File: src/rtl/npc_pkg.sv
// Shared NPC leg definitions: FSM state codes, request codes and gate patterns.
// Other leg blocks reuse these so every leg drives identical gate words per state.
package npc_pkg;

  localparam int CNT_W = 16;

  typedef enum logic [2:0] {
    ST_IDLE  = 3'd0,
    ST_ZERO  = 3'd1,
    ST_GAP_P = 3'd2,
    ST_POS   = 3'd3,
    ST_GAP_N = 3'd4,
    ST_NEG   = 3'd5,
    ST_SD_P  = 3'd6,
    ST_SD_N  = 3'd7
  } npc_state_e;

  typedef enum logic [1:0] {
    REQ_HOLD = 2'd0,
    REQ_P    = 2'd1,
    REQ_N    = 2'd2,
    REQ_O    = 2'd3
  } npc_req_e;

  // Gate word bit order is {S4,S3,S2,S1}
  localparam logic [3:0] G_OFF  = 4'b0000;
  localparam logic [3:0] G_ZERO = 4'b0110;
  localparam logic [3:0] G_S2   = 4'b0010;
  localparam logic [3:0] G_POS  = 4'b0011;
  localparam logic [3:0] G_S3   = 4'b0100;
  localparam logic [3:0] G_NEG  = 4'b1100;

  function automatic logic [3:0] gates_of(input npc_state_e s);
    logic [3:0] g;
    g = G_OFF;
    case (s)
      ST_ZERO:  g = G_ZERO;
      ST_GAP_P: g = G_S2;
      ST_POS:   g = G_POS;
      ST_GAP_N: g = G_S3;
      ST_NEG:   g = G_NEG;
      ST_SD_P:  g = G_S2;
      ST_SD_N:  g = G_S3;
      default:  g = G_OFF;
    endcase
    return g;
  endfunction

  // Dead-time gaps and a simultaneous P+N request both collapse to HOLD
  function automatic npc_req_e decode_req(input logic pos_s, input logic pos_nots,
                                          input logic neg_s, input logic neg_nots);
    logic rp, rn, ro;
    npc_req_e r;
    rp = pos_s & ~pos_nots;
    rn = neg_nots & ~neg_s;
    ro = pos_nots & neg_s;
    if (rp && rn)  r = REQ_HOLD;
    else if (rp)   r = REQ_P;
    else if (rn)   r = REQ_N;
    else if (ro)   r = REQ_O;
    else           r = REQ_HOLD;
    return r;
  endfunction

endpackage

File: src/rtl/npc_dwell_timer.sv
// Loadable up-counter that saturates at a terminal value and flags when reached.
// Shared by dwell, gap and shutdown timing; the owner reloads it on each state change.
module npc_dwell_timer #(
  parameter int W = 16
) (
  input  logic         clk,
  input  logic         rst_n,
  input  logic         load_i,
  input  logic [W-1:0] load_val_i,
  input  logic [W-1:0] term_i,
  output logic         done_o
);

  logic [W-1:0] cnt_q;

  always_ff @(posedge clk or negedge rst_n) begin
    if (!rst_n) begin
      cnt_q <= '0;
    end else if (load_i) begin
      cnt_q <= load_val_i;
    end else if (cnt_q < term_i) begin
      cnt_q <= cnt_q + 1'b1;
    end
  end

  assign done_o = (cnt_q >= term_i);

endmodule

File: src/rtl/npc_leg_sequencer.sv
// Three-level NPC leg switching sequencer with dwell, gap and shutdown timing.
// Optional NPC_SEQ_ERRCNT_EN adds err_cnt, a saturating count of conflicting P/N request cycles.
//
//   state  | meaning
//   -------+----------------------------------------------------
//   IDLE   | all gates off; waits for en with no fault latched
//   ZERO   | S2+S3, output clamped to neutral
//   GAP_P  | S2 only, transition between ZERO and POS
//   POS    | S1+S2, positive output level
//   GAP_N  | S3 only, transition between ZERO and NEG
//   NEG    | S3+S4, negative output level
//   SD_P   | shutdown from positive side, S2 held for OFF_DELAY
//   SD_N   | shutdown from negative side, S3 held for OFF_DELAY
module npc_leg_sequencer
  import npc_pkg::*;
#(
  parameter int MIN_DWELL = 50,
  parameter int GAP_CYC   = 20,
  parameter int OFF_DELAY = 100
) (
  input  logic       clk,
  input  logic       rst_n,
  input  logic       en,
  input  logic       fault,
  input  logic       fault_clr,
  input  logic       pos_s,
  input  logic       pos_nots,
  input  logic       neg_s,
  input  logic       neg_nots,
  output logic [3:0] g,
  output logic [2:0] state,
`ifdef NPC_SEQ_ERRCNT_EN
  output logic [7:0] err_cnt,
`endif
  output logic       fault_lat
);

  // Dwell counts edges already spent in state; gap/shutdown terminals give exact cycle counts
  localparam logic [CNT_W-1:0] T_DWELL = CNT_W'(MIN_DWELL);
  localparam logic [CNT_W-1:0] T_GAP   = CNT_W'(GAP_CYC - 1);
  localparam logic [CNT_W-1:0] T_OFF   = CNT_W'(OFF_DELAY - 1);

  npc_state_e       state_q, state_d;
  logic [3:0]       g_q;
  logic             fault_lat_q;
  npc_req_e         req;
  logic             stop;
  logic             tmr_done;
  logic [CNT_W-1:0] tmr_term;

  assign req  = decode_req(pos_s, pos_nots, neg_s, neg_nots);
  assign stop = fault | ~en;

  always_comb begin
    tmr_term = T_DWELL;
    case (state_q)
      ST_GAP_P, ST_GAP_N: tmr_term = T_GAP;
      ST_SD_P, ST_SD_N:   tmr_term = T_OFF;
      default:            tmr_term = T_DWELL;
    endcase
  end

  npc_dwell_timer #(.W(CNT_W)) u_timer (
    .clk        (clk),
    .rst_n      (rst_n),
    .load_i     (state_d != state_q),
    .load_val_i ('0),
    .term_i     (tmr_term),
    .done_o     (tmr_done)
  );

  always_comb begin
    state_d = state_q;
    case (state_q)
      ST_IDLE: begin
        if (en && !fault && !fault_lat_q) state_d = ST_ZERO;
      end
      ST_ZERO: begin
        if (stop)                          state_d = ST_IDLE;
        else if (tmr_done && req == REQ_P) state_d = ST_GAP_P;
        else if (tmr_done && req == REQ_N) state_d = ST_GAP_N;
      end
      ST_GAP_P: begin
        if (stop)                                state_d = ST_SD_P;
        else if (tmr_done && req != REQ_HOLD)    state_d = (req == REQ_P) ? ST_POS : ST_ZERO;
      end
      ST_POS: begin
        if (stop)                                           state_d = ST_SD_P;
        else if (tmr_done && (req == REQ_N || req == REQ_O)) state_d = ST_GAP_P;
      end
      ST_GAP_N: begin
        if (stop)                                state_d = ST_SD_N;
        else if (tmr_done && req != REQ_HOLD)    state_d = (req == REQ_N) ? ST_NEG : ST_ZERO;
      end
      ST_NEG: begin
        if (stop)                                           state_d = ST_SD_N;
        else if (tmr_done && (req == REQ_P || req == REQ_O)) state_d = ST_GAP_N;
      end
      // Shutdown runs to completion; fault or en changes do not restart it
      ST_SD_P, ST_SD_N: begin
        if (tmr_done) state_d = ST_IDLE;
      end
      default: state_d = ST_IDLE;
    endcase
  end

  always_ff @(posedge clk or negedge rst_n) begin
    if (!rst_n) begin
      state_q     <= ST_IDLE;
      g_q         <= G_OFF;
      fault_lat_q <= 1'b0;
    end else begin
      state_q <= state_d;
      g_q     <= gates_of(state_d);
      if (fault)                                fault_lat_q <= 1'b1;
      else if (fault_clr && state_q == ST_IDLE) fault_lat_q <= 1'b0;
    end
  end

`ifdef NPC_SEQ_ERRCNT_EN
  logic [7:0] err_cnt_q;

  always_ff @(posedge clk or negedge rst_n) begin
    if (!rst_n) begin
      err_cnt_q <= 8'd0;
    end else if (fault_clr) begin
      err_cnt_q <= 8'd0;
    end else if (pos_s && neg_nots && err_cnt_q != 8'hFF) begin
      err_cnt_q <= err_cnt_q + 8'd1;
    end
  end

  assign err_cnt = err_cnt_q;
`endif

  assign g         = g_q;
  assign state     = state_q;
  assign fault_lat = fault_lat_q;

endmodule

File: config.mk
export PLATFORM = sky130hd
export DESIGN_NAME = npc_leg_sequencer
export DESIGN_NICKNAME = d
export VERILOG_FILES = /design/src/rtl/npc_pkg.sv /design/src/rtl/npc_dwell_timer.sv /design/src/rtl/npc_leg_sequencer.sv
export SDC_FILE = /design/constraint.sdc
export NUM_CORES = 1
export LEC_CHECK = 0
export ABC_AREA = 1
export BUFFER_PORTS_ARGS = -buffer_cell sky130_fd_sc_hd__buf_2
export CAP_MARGIN = 20
export CORE_MARGIN = 8
export CORE_UTILIZATION = 45
export DETAILED_ROUTE_END_ITERATION = 7
export PLACE_DENSITY = 0.63
export SLEW_MARGIN = 10
export SYNTH_ARGS = -nofsm -noshare
export SYNTH_HDL_FRONTEND = slang
export SYNTH_HIERARCHICAL = 1
export SYNTH_SLANG_ARGS = --single-unit
File: constraint.sdc
create_clock -name clk -period 3.35 [get_ports clk]
set_input_delay 0.335 -clock clk [delete_from_list [all_inputs] [get_ports clk]]
set_output_delay 0.335 -clock clk [all_outputs]
set_load 0.005 [all_outputs]
# After elaboration in Yosys (flattened, before gate mapping)
# Index checks and enable logic that the tools add are counted.
totals:
  regBits: 24
  latchBits: 0
  ram_bits: 0
  rom_bits: 0
  in_bits: 9
  output_inout_bits: 8
  elab_cells: 79
  mem_count: 0
op_classes:
  n_addsub: 1
  mul: 0
  div_mod_pow: 0
  n_lt_le_gt_ge: 2
  n_eq_ne: 18
  shifts: 0
  n_mux: 26
  bitwise: 7
  reduce_logical: 21
op_table:
  columns: ["op", "n"]
  rows:
  - ["$mux 3", 14]
  - ["$mux 16", 2]
  - ["$eq 3x3->1 const B", 8]
  - ["$pmux 3 s7", 1]
  - ["$pmux 4 s5", 1]
  - ["$add 16x1->16 const B", 1]
  - ["$ge 16x7->1", 1]
  - ["$lt 16x7->1", 1]
  - ["$pmux 7 s2", 1]
  - ["$eq 3x2->1 const B", 4]
  - ["$mux 2", 5]
  - ["$logic_and 1x1->1", 9]
  - ["$reduce_or 2->1", 4]
  - ["$eq 3x1->1 const B", 2]
  - ["$reduce_bool 2->1", 3]
  - ["$eq 2x2->1 const B", 2]
  - ["$and 1x1->1", 3]
  - ["$logic_not 3->1", 1]
  - ["$ne 3x3->1", 1]
  - ["$not 1->1", 3]
  - ["$eq 2x1->1 const B", 1]
  - ["$logic_not 1->1", 2]
  - ["$logic_or 1x1->1", 2]
  - ["$mux 1", 2]
  - ["$or 1x1->1", 1]

# Depth between registers and ports, before layout
# Gate-level depths: netlist of run 1.
logic_depth:
  ltp_word: 14
  depth_mapped: 31
  mapped_depth_nobuf: 29

# Modules after synthesis
# Netlist of run 1, hierarchy kept.
modules_own_cells:
  columns: ["mod", "n_inst", "cells_each", "area_per_inst_um2", "seq_area_each_um2"]
  rows:
  - ["npc_dwell_timer", 1, 248, 1609.0, 400.4]
  - ["npc_leg_sequencer", 1, 112, 659.4, 200.2]

# Worst setup path before layout of run 1
# No wires, ideal clock.
synth_path:
  kind: "register to register"
  start: "reg state_q[1] (netlist: state[1])"
  end: "reg u_timer.cnt_q[0]"
  setup_ns: 0.066
  t_arrival_ns: 3.004
  t_required_ns: 3.284
  setup_slack_ns: 0.280
  path_stages_with_launch: 27
  cell_sequence: "dfrtp_1 > buf_6 > inv_2 > nand3_1 > nand2_1 > inv_2 > inv_1 > ha_1 > nand2_1 > nor2_1 > nand2_1 > nand2_1 > nand2_2 > nand3_1 > nand3_1 > nand2_1 > nor2_1 > nor2_1 > nand3_2 > nand2_2 > nand2_1 > nand2_1 > nand3_1 > inv_2 > clkbuf_1 > nand3_1 > nand2_1"
synth_between:
  elab_chain_len: 11
synth_rtl:
  columns: ["element", "line", "text"]
  rows:
  - ["start, declared", "npc_leg_sequencer.sv:43", "npc_state_e state_q, state_d;"]
  - ["start signal, assigned", "npc_leg_sequencer.sv:113", "state_q <= state_d;"]
  - ["$eq 3x3->1 / $eq 3x2->1 (equally long branches)", "npc_leg_sequencer.sv:56", "case (state_q)"]
  - ["$reduce_or 2->1", "npc_leg_sequencer.sv:56", null]
  - ["$pmux 7 s2 (*)", "npc_leg_sequencer.sv:56", null]
  - ["named net tmr_term[5]", "npc_leg_sequencer.sv:49", "logic [CNT_W-1:0] tmr_term;"]
  - ["$ge 16x7->1 (*)", "npc_dwell_timer.sv:26", "assign done_o = (cnt_q >= term_i);"]
  - ["named net tmr_done", "npc_leg_sequencer.sv:48", "logic tmr_done;"]
  - ["$logic_and 1x1->1", "npc_leg_sequencer.sv:81", "else if (tmr_done && req == REQ_N) state_d = ST_GAP_N;"]
  - ["$mux 3", "npc_leg_sequencer.sv:81", null]
  - ["$mux 3", "npc_leg_sequencer.sv:80", "else if (tmr_done && req == REQ_P) state_d = ST_GAP_P;"]
  - ["$mux 3", "npc_leg_sequencer.sv:79", "if (stop) state_d = ST_IDLE;"]
  - ["$pmux 3 s7 (*)", "npc_leg_sequencer.sv:74", "case (state_q)"]
  - ["$ne 3x3->1 (*)", "npc_leg_sequencer.sv:66", ".load_i (state_d != state_q),"]
  - ["$mux 16 / $reduce_bool 2->1 (equally long branches)", null, null]
  - ["end signal, assigned", "npc_dwell_timer.sv:20", "cnt_q <= load_val_i;"]
  - ["end signal, assigned", "npc_dwell_timer.sv:22", "cnt_q <= cnt_q + 1'b1;"]
  - ["end, declared", "npc_dwell_timer.sv:14", "logic [W-1:0] cnt_q;"]
# Mark *: on every way through the listed nets, which the timed path passes. The rest lies on a longest branch.
# A chain may end at the register's enable or synchronous reset.

# Worst setup path after layout of run 1
layout_path:
  start: "reg state_q[1] (netlist: state[1])"
  end: "reg u_timer.cnt_q[14]"
# Same word-level chain as after synthesis.

==> metrics.txt, run 1 <==
outcome=complete, no violations; synth cell count leaders=135 x nand2_1, 42 x nand3_1, 37 x inv_1, 24 x dfrtp_1, 23 x nor2_1; IO Count=17; die area=7570 µm²; vias=between 2,000 and 2,500; dpl cells=around 480; Synth Instances=between 300 and 400; Syn Area/Cell=between 6 and 7 µm²; NetSw=approximately 1.5 mW; Pint=~1.4 mW; EDFF count, synth=0; Worst-Skew Late Latency=between 200 and 300 ps; Post-route DRC=0; total global-route track usage=15.6%; DR WL/cell=around 12 µm; largest net degree at the start of global routing=25; vias in the first global route=2,246; power density cells=between 1000 and 1500 nW/µm²; Fmax=~320 MHz; Fin. Hold Viols=0; Critical Path Fanout Max=11; Setup Skew=6.30 ps; Initial Util=a little under half; logic gate share of total power=between 70% and 80%; CP Capture Type=flip-flop; clock-pin slew on the worst setup and hold paths=~100 ps; final setup fails=0; Slew HR=between 50% and 60%; num rows=26; final worst path period share=93.4%; chip width=between 80 and 90 µm; buffers added on ports=16; cell taking the most area after synthesis=dfrtp_1; leakage power=1.58 nW; count leader, synth=nand2_1; RePlAce Congestion=~0.91; Final Cell Area=about 2800 µm²; Routed Antenna Nets=0; WL final=approximately 5600 µm; Max-cap violations=0; Finished Layout Cells=488; mapped cell area=about 2300 µm²; Root Buffer Master=clkbuf_8; core area=between 4000 and 5000 µm²; Area contributors post-synth=dfrtp_1 26%, nand2_1 22%, ha_1 9.4%; Num CTS Buffers=3; drt via density=4.77; H-tree levels=1; sequential area share after synthesis=between 20% and 30%; Worst Setup Start Kind=flip-flop; share of post-route cells with drive strength above 1=19.1%; die height=approximately 87 µm; Slew Viols, Final=0; global-route wire length before repair=~9600 µm; crit path DAT=3300 ps; top cell type's share of synthesized area=between 20% and 30%; CTS tree=done; Max VDD drop=around 0.00055 V; Worst-Margin Slew=slightly above 600 ps; fin util=a little under three fifths; area post-placement=about 2600 µm²; dpl hpwl=around 4000 µm; initial antenna violation count=0; Detailed Routing Iterations Pass 1=4; grt total ovfl=0; Reg2Reg Setup Slack=roughly 220 ps; DR iter-0 viols=97; Fill cells=about 510; distinct cell type count after synthesis=30; Area Growth Syn to Fin=22.0%; Switching Share=52.5%; YS warnings=6; Hold WC Path Type=input port to asynchronous set/reset pin; worst setup path class=flip-flop to flip-flop; Reg power frac=between 20% and 30%; WP data required=3520 ps; top_reg_cell synth=dfrtp_1; hold_buf cts=0; R2R depth=27; Final Power=2.86 mW; n_diodes=0; fin nets=around 450; clock group share of total power=7.3%; minimum clock period=between 3000 and 4000 ps; synthesized flop and latch total=24; number of clock sinks=24; Synth async-reset ratio=100%; Clock Path Buffers=2
## what timing repair did
action / CTS / global route
buffers inserted: 0 / 7
pin swaps: 0 / 4
gates cloned: 0 / 1
gates resized for setup: 3 / 14
setup endpoints to repair: 4 / 16
## state kept, by name, summed over array words and instances, names as in the netlist
register       cells
fault_lat          1
g                  4
u_timer/cnt_q     16
state              3
## per-layer routing
metal	global-route usage, %	part of all wire, %	vias up
li1	-	-	1226
met1	16.9	42	1037
met2	29.1	51	57
met3	2.83	5.1	10
met4	5.63	2.1	0
met5	0	0	-
## final cells by class
cell class,count,area (µm²),area share [%]
multi-input combinational,307,1600,57.7
sequential,24,603,21.8
timing repair buffer,34,235,8.50
inverter,48,185,6.69
tap,70,87.6,3.16
clock buffer,4,55.1,1.99
timing repair inverter,1,5.00,0.181
## cells in the final DEF, fill, tap and decap left out, drive strengths merged
master  synthesis  final
ha             17     17
nor2           29     29
xor2            1      1
nand4           4      4
a21oi          11     11
o21bai          3      3
nand2         143    143
dfrtp          24     24
o21ai          17     17
nor3            3      3
or2             2      2
nand3          45     45
nand3b          1      1
inv            48     47
conb            2     28
clkinv          0      2
a21o            1      1
buf             4     34
xnor2           2      2
clkbuf          3      4
## final timing paths
kind                                      to  startpoint
max reg2reg                u_timer/cnt_q[14]    state[1]
max in group asynchronous           state[1]       rst_n
max                        u_timer/cnt_q[14]    state[1]
min reg2reg                        fault_lat   fault_lat
min                                fault_lat       rst_n
min in group clk                   fault_lat       fault
## power by group through the flow
stage                     Clock, mW  Combinational, mW  Sequential (mW)
after CTS                     0.216               1.79            0.630
after global routing          0.224               2.31            0.650
after floorplan                   0               1.33            0.596
after global placement            0               1.75            0.634
after detailed placement          0               1.77            0.633
final                         0.209               2.02            0.631
## cell families after synthesis
group | count (synthesis) | share of synthesized area, %
DFF | 24 | 26.5
adders and majority gates | 17 | 9.38
AOI/OAI and AO/OA | 32 | 7.83
buffers and inverters | 55 | 9.98
and+or+nand+nor | 227 | 44.8
other | 2 | 0.331
xor gates and xnor gates | 3 | 1.16
## metrics by stage
| stage | hold WS, ps | setup TNS, ps | worst slack [ps] |
|---|---|---|---|
| global route | 88.8 | -86.5 | -36.5 |
| global placement | 375 | 0 | 31.9 |
| detailed placement | 379 | -20.1 | -20.1 |
| CTS | 70.9 | 0 | 22.0 |
| floorplan | 39.4 | 0 | 280 |
| finish | 50.9 | 0 | 221 |
## critical path: stages, from the launching register on
cell and delay [ps]:
dfrtp_2 440, inv_2 70, nand3_1 100, nand2_1 70, inv_2 60, inv_1 40
ha_1 300, a21oi_1 150, nor2_1 50, nor2_1 110, nand2_1 80, nand2_2 80
nand3_4 120, nand3_2 140, nand2_1 90, nor2_1 110, nor2_1 60, nand3_2 80
nand2_2 60, nand2_1 60, nand2_1 80, nand3_4 120, clkinv_4 100, buf_4 180
nand3_1 100, nand2_1 50, nand2_1 60, nand2_1 50
No activity file was read; power rests on OpenSTA's default activity.
==> inputs of run 2 (changes only) <==
- REMOVE_ABC_BUFFERS: not set -> 1
==> run 2 against run 1 <==
  * Routed wire length down 7.9%
  * Register-to-register slack about the same
  * Maximum frequency up 0.39%
  * Sequential share of layout area up 0.63 points
  * Sequential power up 1%
  * Largest power group unchanged
  * Highest routed layer unchanged
==> metrics.txt, run 2 (synthesized netlist as in run 1, its figures left out) <==
outcome=complete, no violations; Fin. Hold Viols=0; Max-cap violations=0; worst setup path class=flip-flop to flip-flop; CP Capture Type=flip-flop; WL final=~5200 µm; Area Growth Syn to Fin=18.6%; Pint=1.26 mW; clock-pin slew on the worst setup and hold paths=around 100 ps; final setup fails=0; max FFs per register=16; power density cells=1010 nW/µm²; hold_buf cts=0; commonest non-fill, non-tap cell in the layout=nand2_1; die area=between 7000 and 8000 µm²; dpl hpwl=slightly below 4000 µm; Reg area=about 600 µm²; area post-placement=roughly 2500 µm²; vias=approximately 2,200; Worst Setup Start Kind=flip-flop; most frequent cells in the layout=132 x nand2_1, 38 x nand3_1, 37 x inv_1, 28 x conb_1; leakage power=~1.5 nW; vias in the first global route=around 2,000; Max VDD drop=0.000462 V; chip width=~87 µm; Multi-input gate area=~1600 µm²; RePlAce Congestion=0.880; Critical Path Fanout Max=22; Fill cells=roughly 520; Routed Antenna Nets=0; Switching Share=53.5%; final worst path period share=93.0%; Fmax=321 MHz; Reg power frac=23.5%; Num CTS Buffers=3; fin nets=between 400 and 500; clock group share of total power=about 7.6%; NetSw=1.46 mW; Final Cell Area=approximately 2700 µm²; global-route wire length before repair=between 9000 and 10,000 µm; H-tree levels=1; number of clock sinks=24; Final Power=between 2 and 3 mW; Clock Path Buffers=2; logic gate share of total power=around 70%; Root Buffer Master=clkbuf_8; crit path DAT=3330 ps; IO Count=17; initial antenna violation count=0; num rows=26; Setup Skew=6.83 ps; Slew HR=between 60% and 70%; DR iter-0 viols=57; grt total ovfl=0; Initial Util=between 40% and 50%; minimum clock period=between 3000 and 4000 ps; share of post-route cells with drive strength above 1=between 15 and 20%; post-place setup slack=around 11 ps; Slew Viols, Final=0; Hold WC Path Type=input port to asynchronous set/reset pin; Worst-Skew Late Latency=between 200 and 300 ps; DR WL/cell=between 10 and 15 µm; core area=between 4000 and 5000 µm²; Most flops, register=u_timer/cnt_q; unrepaired setup endpoints after global routing=yes; die height=87 µm; n_diodes=0; Worst-Margin Slew=roughly 560 ps; total global-route track usage=14.9%; drt via density=4.59; post-route setup slack=233 ps; Detailed Routing Iterations Pass 1=4; buffers added on ports=16; WP data required=3560 ps; Post-route DRC=0; CTS tree=done; largest net degree at the start of global routing=25
-- run 2: power groups by stage --
stage | clock network [mW] | logic [mW] | registers [mW]
6_report | 0.207 | 1.87 | 0.640
5_1_grt | 0.223 | 2.17 | 0.672
4_1_cts | 0.212 | 1.70 | 0.640
3_5_place_dp | 0 | 1.67 | 0.646
3_3_place_gp | 0 | 1.67 | 0.640
2_1_floorplan | 0 | 1.26 | 0.606
-- run 2: routing by layer --
metal | vias up | global-route usage [%] | share of wire (%)
met5 | - | 0 | 0
met4 | 0 | 3.29 | 0.94
met3 | 4 | 2.45 | 3.2
met2 | 24 | 24.6 | 46
met1 | 961 | 19.6 | 50
li1 | 1205 | - | -
-- run 2: through the flow --
step,cells,setup TNS (ps),util [%],hold WS [ps]
finish,478,0,54.0,42.2
global route,478,-125,54.0,96.9
CTS,474,0,52.0,64.7
detailed placement,470,0,50.7,366
global placement,470,-18.8,50.7,361
floorplan,379,-3240,-,39.4
-- run 2: timing repair --
item,CTS,global route
gates resized for setup,2,18
setup endpoints to repair,5,16
setup buffers,0,4
pin swaps,0,2
-- run 2: layout make-up --
class                           instances  share of cell area, %
Multi-Input combinational cell        307                   59.3
Timing Repair Buffer                   25                   5.95
Sequential cell                        24                   22.4
Tap cell                               70                   3.26
Clock buffer                            4                   2.05
Inverter                               48                   6.98
-- run 2: worst paths after layout --
kind                       startpoint                to  slack (ps)  depth (start not counted)
setup / recovery             state[2]  u_timer/cnt_q[3]         230                         25
hold / removal                  rst_n  u_timer/cnt_q[2]          40                          1
setup reg to reg             state[2]  u_timer/cnt_q[3]         230                         25
hold reg to reg             fault_lat         fault_lat         510                          2
max in group asynchronous       rst_n          state[1]        2910                          1
min in group clk                fault         fault_lat         250                          3
-- run 2: critical path, stage by stage, from the launching register on --
cell and delay, ps:
dfrtp_2 430, inv_2 80, nand3_1 100, nand2_1 70, inv_2 70, inv_1 40, ha_1 290, a21oi_1 140
nor2_1 50, nor2_1 80, nand2_1 70, nand2_2 100, nand3_4 120, or2_1 260, nand3_1 100, a21oi_2 60
inv_2 90, nand2_1 60, nand2_1 120, nand3_4 130, buf_12 180, a21oi_1 110, o21ai_0 90, nand2_1 70
nand2_1 50, nand2_1 70
==> inputs of run 3 (changes only) <==
- ABC_AREA: 1 -> not set
==> run 3 against run 2 <==
  * The run now ends with negative setup slack left
  * Sequential share of layout area down 0.99 points
  * Clock power about the same
  * Cell count fell by 19%
  * Critical path depth fell by 7
==> metrics.txt, run 3 <==
Fmax=between 200 and 300 MHz; crit path DAT=about 3700 ps; top cell type's share of synthesized area=between 20% and 30%; Critical Path Fanout Max=4; post-place setup slack=-357 ps; n_diodes=0; final setup fails=7; mapped cell area=around 2100 µm²; Slew Viols, Final=0; Setup Skew=~2.7 ps; DR WL/cell=between 10 and 15 µm; Num CTS Buffers=3; Initial Util=47.2%; sequential area share after synthesis=slightly below 30%; Detailed Routing Iterations Pass 1=5; worst setup path class=flip-flop to flip-flop; Area Growth Syn to Fin=35.4%; leakage power=~1.3 nW; setup TNS=-481 ps; Root Buffer Master=clkbuf_8; post-route setup slack=-141 ps; DR iter-0 viols=55; Worst Setup Start Kind=flip-flop; Fill cells=about 400; core area=4380 µm²; total global-route track usage=roughly 15%; final worst path period share=104%; cell taking the most area after synthesis=dfrtp_1; power density cells=1070 nW/µm²; most frequent cells in the layout=38 x buf_4, 28 x conb_1, 27 x nand2_1, 25 x inv_1, 24 x dfrtp_1; unrepaired setup endpoints after global routing=yes; Synth Instances=253; CP Capture Type=flip-flop; Max-cap violations=0; num rows=24; drt via density=a little over 5; largest net degree at the start of global routing=25; commonest non-fill, non-tap cell in the layout=buf_4; failing checks=negative setup slack; IO Count=17; clock group share of total power=~7%; share of post-route cells with drive strength above 1=30.2%; grt total ovfl=0; top_reg_cell synth=dfrtp_1; distinct cell type count after synthesis=60; Pint=about 1.6 mW; dpl hpwl=around 3900 µm; number of clock sinks=24; Routed Antenna Nets=0; Synth async-reset ratio=100%; synth cell count leaders=27 x nand2_1, 26 x inv_1, 24 x dfrtp_1, 19 x o21ai_0, 17 x ha_1; Hold WC Path Type=input port to asynchronous set/reset pin; dpl cells=around 370; synthesized flop and latch total=24; hold_buf cts=0; Finished Layout Cells=roughly 390; buffers added on ports=16; die height=83.8 µm; vias in the first global route=roughly 2,000; count leader, synth=nand2_1; vias=approximately 2,000; logic gate share of total power=about three quarters; CTS tree=done; chip width=~84 µm; WL final=between 5000 and 6000 µm; max FFs per register=16; H-tree levels=1; Fin. Hold Viols=0; Reg power frac=approximately 18%; RePlAce Congestion=0.878; Slew HR=62.0%; YS warnings=6; Worst-Skew Late Latency=280 ps; Most flops, register=u_timer/cnt_q; die area=roughly 7000 µm²; minimum clock period=3490 ps; fin nets=about 360; Syn Area/Cell=between 8 and 9 µm²; clock-pin slew on the worst setup and hold paths=about 90 ps; outcome=finished with violations; Post-route DRC=0; NetSw=about 1.4 mW; EDFF count, synth=0; Max VDD drop=about 0.00070 V; global-route wire length before repair=slightly below 9000 µm; Worst-Margin Slew=566 ps; Area contributors post-synth=dfrtp_1 29%, ha_1 10%, nand2_1 4.9%; Switching Share=45.5%; WP data required=3570 ps; Clock Path Buffers=2; initial antenna violation count=0
## run 3: critical path, stage by stage (launching register included)
cell and delay, ps:
dfrtp_1 420, xor2_1 170, nand2_1 80, nand2_1 70, ha_2 160, nand2b_4 140
a21oi_4 120, nor2_1 50, o21ai_1 70, a21oi_1 90, o31ai_2 260, o21ai_1 150
o311ai_2 300, a21oi_1 110, a31o_1 220, o21ai_2 180, o2111ai_2 190, or4_1 550
nand3_1 100
## run 3: what timing repair did
action,in CTS,in global routing
endpoints found under the setup margin,16,16
buffers inserted,9,4
resized for setup,21,27
pin swaps,18,14
## run 3: cell families (layout without fill, tap and decap cells)
kind of cell | after synthesis | after routing | share of synthesized area (%)
AOI/OAI and AO/OA | 68 | 68 | 22.9
xor gates and xnor gates | 12 | 12 | 5.08
adders and majority gates | 17 | 17 | 10.3
buffers and inverters | 34 | 89 | 6.41
DFF | 24 | 24 | 29.0
muxes | 3 | 3 | 1.57
other | 2 | 28 | 0.363
and+or+nand+nor | 93 | 93 | 24.4
## run 3: power groups by stage
stage | Combinational (mW) | Sequential, mW | Clock, mW
2_1_floorplan | 1.01 | 0.591 | 0
3_3_place_gp | 1.73 | 0.556 | 0
3_5_place_dp | 1.75 | 0.559 | 0
4_1_cts | 1.99 | 0.553 | 0.210
5_1_grt | 2.49 | 0.573 | 0.222
6_report | 2.25 | 0.553 | 0.209
## run 3: metal layers
layer	routed length, µm	vias up	GRT usage (%)
li1	-	1037	-
met1	2340	936	17.3
met2	2630	28	26.7
met3	155	5	2.93
met4	44	0	2.35
met5	0	-	0
## run 3: final timing paths
kind                           start  slack, ps          endpoint  depth (start not counted)
min reg2reg                fault_lat        520         fault_lat                          1
max reg2reg                 state[2]       -140  u_timer/cnt_q[5]                         18
max                         state[2]       -140  u_timer/cnt_q[5]                         18
min in group clk               fault        270         fault_lat                          2
max in group asynchronous      rst_n       2950  u_timer/cnt_q[7]                          1
min                            rst_n         30  u_timer/cnt_q[6]                          1
## run 3: final cells by class
| type | instances | area (µm²) | share of cell area (%) |
|---|---|---|---|
| timing repair buffer | 58 | 423 | 15.1 |
| sequential | 24 | 601 | 21.4 |
| multi-input combinational | 221 | 1560 | 55.5 |
| clock buffer | 4 | 55.1 | 1.96 |
| inverter | 27 | 104 | 3.71 |
| tap | 52 | 65.1 | 2.32 |
## run 3: metrics by stage
step	utilization [%]	power (mW)	hold WS (ps)	cell area, µm²
floorplan	-	1.60	39.4	2140
global placement	57.5	2.28	363	2520
detailed placement	57.5	2.31	356	2520
CTS	61.4	2.75	55.5	2690
global route	63.9	3.29	80.9	2800
finish	63.9	3.01	31.6	2800
